--- src/rtl/l1_bus_pkg.sv ---
// Shared types and constants for the L1 bus-side lookup responder.
package l1_bus_pkg;
   localparam int DATA_W_DEF = 8;
   localparam int ADDR_W_DEF = 3;
   localparam int STAT_W_DEF = 2;

   // A status of zero marks an empty or wrapped line; it never hits.
   localparam int STAT_INVALID = 0;

   localparam logic [1:0] ST_IDLE = 2'd0;
   localparam logic [1:0] ST_SCAN = 2'd1;
   localparam logic [1:0] ST_RESP = 2'd2;

   function automatic int sel_width(input int entries);
      return (entries <= 1) ? 1 : $clog2(entries);
   endfunction
endpackage

--- src/rtl/l1_line_match.sv ---
// Combinational compare of the selected L1 line against the latched lookup address.
module l1_line_match
   import l1_bus_pkg::*;
#(
   parameter int ADDR_W = ADDR_W_DEF,
   parameter int STAT_W = STAT_W_DEF
) (
   input  logic [ADDR_W-1:0] line_addr,
   input  logic [STAT_W-1:0] line_status,
   input  logic [ADDR_W-1:0] match_addr,
   output logic              hit
);
   assign hit = (line_status != STAT_W'(STAT_INVALID)) && (line_addr == match_addr);
endmodule

--- src/rtl/l1_bus_responder.sv ---
// Bus-side reader scanning the L1 lines one per cycle and returning the first valid hit.
// Optional hit/miss counters are built when L1_RESP_HIT_CNT_EN is defined.
module l1_bus_responder
   import l1_bus_pkg::*;
#(
   parameter int DATA_W  = DATA_W_DEF,
   parameter int ADDR_W  = ADDR_W_DEF,
   parameter int STAT_W  = STAT_W_DEF,
   parameter int ENTRIES = 4,
   localparam int SEL_W  = sel_width(ENTRIES)
) (
   input  logic              clk,
   input  logic              rst_n,
   input  logic              req_valid,
   output logic              req_ready,
   input  logic [ADDR_W-1:0] req_addr,
   output logic [SEL_W-1:0]  l1_sel,
   input  logic [DATA_W-1:0] l1_data,
   input  logic [ADDR_W-1:0] l1_addr,
   input  logic [STAT_W-1:0] l1_status,
   output logic              resp_valid,
   input  logic              resp_ready,
   output logic              resp_hit,
   output logic [DATA_W-1:0] resp_data,
   output logic [STAT_W-1:0] resp_status,
`ifdef L1_RESP_HIT_CNT_EN
   output logic [7:0]        hit_count,
   output logic [7:0]        miss_count,
`endif
   output logic [SEL_W-1:0]  resp_line
);
   logic [1:0]        state;
   logic [SEL_W-1:0]  idx;
   logic [ADDR_W-1:0] addr_q;
   logic              hit;
   logic              last;

   l1_line_match #(.ADDR_W(ADDR_W), .STAT_W(STAT_W)) u_match (
      .line_addr   (l1_addr),
      .line_status (l1_status),
      .match_addr  (addr_q),
      .hit         (hit)
   );

   assign last       = (idx == SEL_W'(ENTRIES - 1));
   assign req_ready  = (state == ST_IDLE);
   assign resp_valid = (state == ST_RESP);
   assign l1_sel     = (state == ST_SCAN) ? idx : '0;

   always_ff @(posedge clk or negedge rst_n) begin
      if (!rst_n) begin
         state       <= ST_IDLE;
         idx         <= '0;
         addr_q      <= '0;
         resp_hit    <= 1'b0;
         resp_data   <= '0;
         resp_status <= '0;
         resp_line   <= '0;
      end else begin
         case (state)
            ST_IDLE: begin
               if (req_valid) begin
                  addr_q <= req_addr;
                  idx    <= '0;
                  state  <= ST_SCAN;
               end
            end
            ST_SCAN: begin
               if (hit) begin
                  resp_hit    <= 1'b1;
                  resp_data   <= l1_data;
                  resp_status <= l1_status;
                  resp_line   <= idx;
                  state       <= ST_RESP;
               end else if (last) begin
                  resp_hit    <= 1'b0;
                  resp_data   <= '0;
                  resp_status <= '0;
                  resp_line   <= '0;
                  state       <= ST_RESP;
               end else begin
                  idx <= idx + 1'b1;
               end
            end
            ST_RESP: begin
               if (resp_ready) state <= ST_IDLE;
            end
            default: state <= ST_IDLE;
         endcase
      end
   end

`ifdef L1_RESP_HIT_CNT_EN
   // Counts step on the edge that enters RESP and stick at all-ones.
   always_ff @(posedge clk or negedge rst_n) begin
      if (!rst_n) begin
         hit_count  <= '0;
         miss_count <= '0;
      end else if (state == ST_SCAN) begin
         if (hit) begin
            if (hit_count != 8'hFF) hit_count <= hit_count + 8'd1;
         end else if (last) begin
            if (miss_count != 8'hFF) miss_count <= miss_count + 8'd1;
         end
      end
   end
`endif
endmodule

--- config.mk ---
export PLATFORM = sky130hd
export DESIGN_NAME = l1_bus_responder
export DESIGN_NICKNAME = d
export VERILOG_FILES = /design/src/rtl/l1_bus_pkg.sv /design/src/rtl/l1_line_match.sv /design/src/rtl/l1_bus_responder.sv
export SDC_FILE = /design/constraint.sdc
export NUM_CORES = 1
export LEC_CHECK = 0
export ABC_AREA = 1
export CAP_MARGIN = 20
export CORE_AREA = 3 3 47 58
export CTS_CLUSTER_SIZE = 28
export DETAILED_ROUTE_END_ITERATION = 10
export DIE_AREA = 0 0 50 61
export HOLD_SLACK_MARGIN = 0.06
export PLACE_DENSITY = 0.75
export REMOVE_ABC_BUFFERS = 1
export SETUP_SLACK_MARGIN = 0.4
export SYNTH_ARGS = -nofsm -noshare
export SYNTH_HDL_FRONTEND = slang
export SYNTH_HIERARCHICAL = 1
export SYNTH_SLANG_ARGS = --single-unit
--- constraint.sdc ---
create_clock -name clk -period 1.53 [get_ports clk]
set_input_delay 0.306 -clock clk [delete_from_list [all_inputs] [get_ports clk]]
set_output_delay 0.306 -clock clk [all_outputs]
set_load 0.02 [all_outputs]
==> impl_metrics.toml, run 1 <==
[timing]
fin_crit_ns = 1.48
hold_ws_ns = 0.346
setup_viol = 0
tns_ns = 0
fmax_ghz = 0.677
rsz0062_at_grt = "yes"
relSlewSlack_pct = 83.4
period_share_pct = 96.5
hold_violations = 0
max_slew.worst_pin.slew_ns = 0.249
skew_ns = 0.00267
finalMaxSlewViolations = 0

[critical_path]
crit_path_max_fanout = 3
endpoint_kind = "primary output"
r2r-end = "resp_line[1]"
rr_worst_depth = 10
path_class = "reg -> out"
arrival_ns = 1.17
worstReg2RegStart = "addr_q[1]"
rrSetupSlack_ns = 0.17
cp-start-kind = "register"
crit_required_ns = 1.22

[floorplan]
fp.dieH_um = 61
core-area_um2 = 2260
die_x_um = 50
initial_core_util_pct = 40.6
num_rows = 19
ios = 37
die_area_um2 = 3050

[logic_synthesis]
synth-seq-cells = 20
yosysSeqAreaShare_pct = 54.6
syn_area_per_cell_um2 = 8.11
synth.mux.area_fraction_pct = 0
synth_compound_area_share_pct = 1.91
yosys_warnings = 6
netlist_instances = 113
synth_xor_area_share_pct = 0
synth_fa_ha_area_share_pct = 1.37
synth_top_family_by_area = "simple AND/OR/NAND/NOR gates"
synthSimpleGateAreaFrac_pct = 34.2
synth_area_um2 = 916
synthDistinctLibCells = 15

[detailed_routing]
drtIter0Drc = 9
wl_per_cell_um = 12.0
wl_mm = 2.38
ant_nets = 0
drc = 0
vias = 918
vias_per_cell = 4.64
first_pass_iters = 4

[clock_tree]
cts_root_buf = "clkbuf_4"
clk_path_buf_depth = 2
cts.sinks = 20
htree_num_levels = 1
clk_pin_slew_ns = 0.10
cts_hold_buf = 0
clkLatencyLatePin_ns = 0.29
cts_buffers = 3
cts_tree = "yes"

[finish]
antenna_cells = 0
area_growth_pct = 68.3
final_nets = 190
layout-drive-gt1-share_pct = 38.9

[power_and_ir_drop]
vdd_ir_drop_max_v = 0.000951
power.density_nw_per_um2 = 2010
p_leak_nw = 0.827

[job]
cap_violations = 0

[global_routing]
gr-total-overflow = 0
antenna_found_initial = 0
grt.total_usage_pct = 15.6
grt_pass1_vias = 846
grt_pass1_wl_mm = 3.65
grt_max_degree = 21

[outcome]
status = "finished, final reports clean"

[placed_design]
dp_hpwl_mm = 1.49
gp_congestion = 0.754
portBuffers = 36

[worst_hold_path]
worstHoldPathType = "in -> async"
-- repair_timing --
| item | in CTS | in global routing |
|---|---|---|
| endpoints found under the setup margin | 34 | 37 |
| hold endpoints to repair | 0 | 0 |
| resized for setup | 115 | 19 |
| pin swaps | 4 | 8 |
| cloned | 1 | 0 |
| setup buffers | 7 | 5 |
-- placed cells by master (no fill, tap or decap), drive strengths merged --
cell            n
buf            34
clkbuf          3
clkdlybuf4s50  14
dfrtp          20
dlygate4sd2     5
ha              1
inv            13
nand2          49
nand3          15
nor2           10
o21ai           2
o31ai           1
-- registers in the layout (all words and copies together), names as in the netlist --
name         flops
resp_data        8
addr_q           3
idx              2
resp_line        2
resp_status      2
state            2
resp_hit         1
-- cells in the mapped netlist --
library cell | n | area, um^2
buf_2 | 1 | 5.00
buf_4 | 1 | 7.51
buf_6 | 1 | 11.3
dfrtp_1 | 20 | 500
ha_1 | 1 | 12.5
inv_1 | 12 | 45.0
inv_2 | 1 | 3.75
nand2_1 | 47 | 176
nand2_4 | 1 | 11.3
nand3_1 | 15 | 75.1
nor2_1 | 7 | 26.3
nor2_2 | 2 | 12.5
nor2_4 | 1 | 11.3
o21ai_0 | 2 | 10.0
o31ai_1 | 1 | 7.51
-- cell type report --
class | instances | area [um^2]
fillers | 181 | 717
repair buffers | 53 | 503
clock buffers | 3 | 22.5
inverters | 13 | 48.8
multi-input cells | 78 | 428
flip-flops and latches | 20 | 500
well taps | 31 | 38.8
-- layer usage --
metal  GRT usage (%)  up-vias  share of wire, %
met5               0        -                 0
met4            5.93        0               1.1
met3            3.44        4               5.5
met2            29.7       30                52
met1            16.8      423                42
li1                -      461                 -
-- how the worst max path moves through the flow --
stage | start | to | slack, ns | cells past startpoint
3_5_place_dp | l1_status[1] | resp_line[1] | -0.17 | 10
4_1_cts | state[1] | l1_sel[0] | 0.07 | 4
6_report | state[0] | l1_sel[1] | 0.05 | 5
3_3_place_gp | l1_status[1] | resp_line[1] | -0.13 | 10
5_1_grt | state[0] | l1_sel[1] | -0.03 | 5
2_1_floorplan | addr_q[1] | resp_line[0] | 0.13 | 10
-- report_power, final --
| part | internal, W | switching (W) |
|---|---|---|
| Sequential | 0.000768 | 0.000191 |
| Clock | 0.0000916 | 0.000147 |
| Combinational | 0.000886 | 0.00101 |
-- logic make-up after synthesis --
logic type / count (synthesis)
compound gates: 3
flops: 20
fa+ha+maj: 1
simple gates: 73
buf+inv: 16
-- metrics by stage --
stage	worst slack [ns]	total power, W	utilization [%]	area [um^2]	instances
after floorplan	0.132	0.00172	-	892	110
after global placement	-0.134	0.00233	58.8	1330	182
after detailed placement	-0.167	0.00237	58.8	1330	182
after CTS	0.0678	0.00285	64.2	1450	193
after global routing	-0.0263	0.00333	68.3	1540	198
final	0.0530	0.00310	68.3	1540	198
-- worst max-delay path, cell delays in order (launching register included) --
cell	delay [ns]
dfrtp_1	0.40
inv_2	0.06
nor2_4	0.12
inv_2	0.06
nor2_2	0.11
buf_6	0.13
(Power assumes the default switching activity.)
==> run 2: changes to the inputs <==
SKIP_LAST_GASP = 1   (was default)
==> results of run 2 <==
Final layout, timing and power as in run 1 (identical DEF).
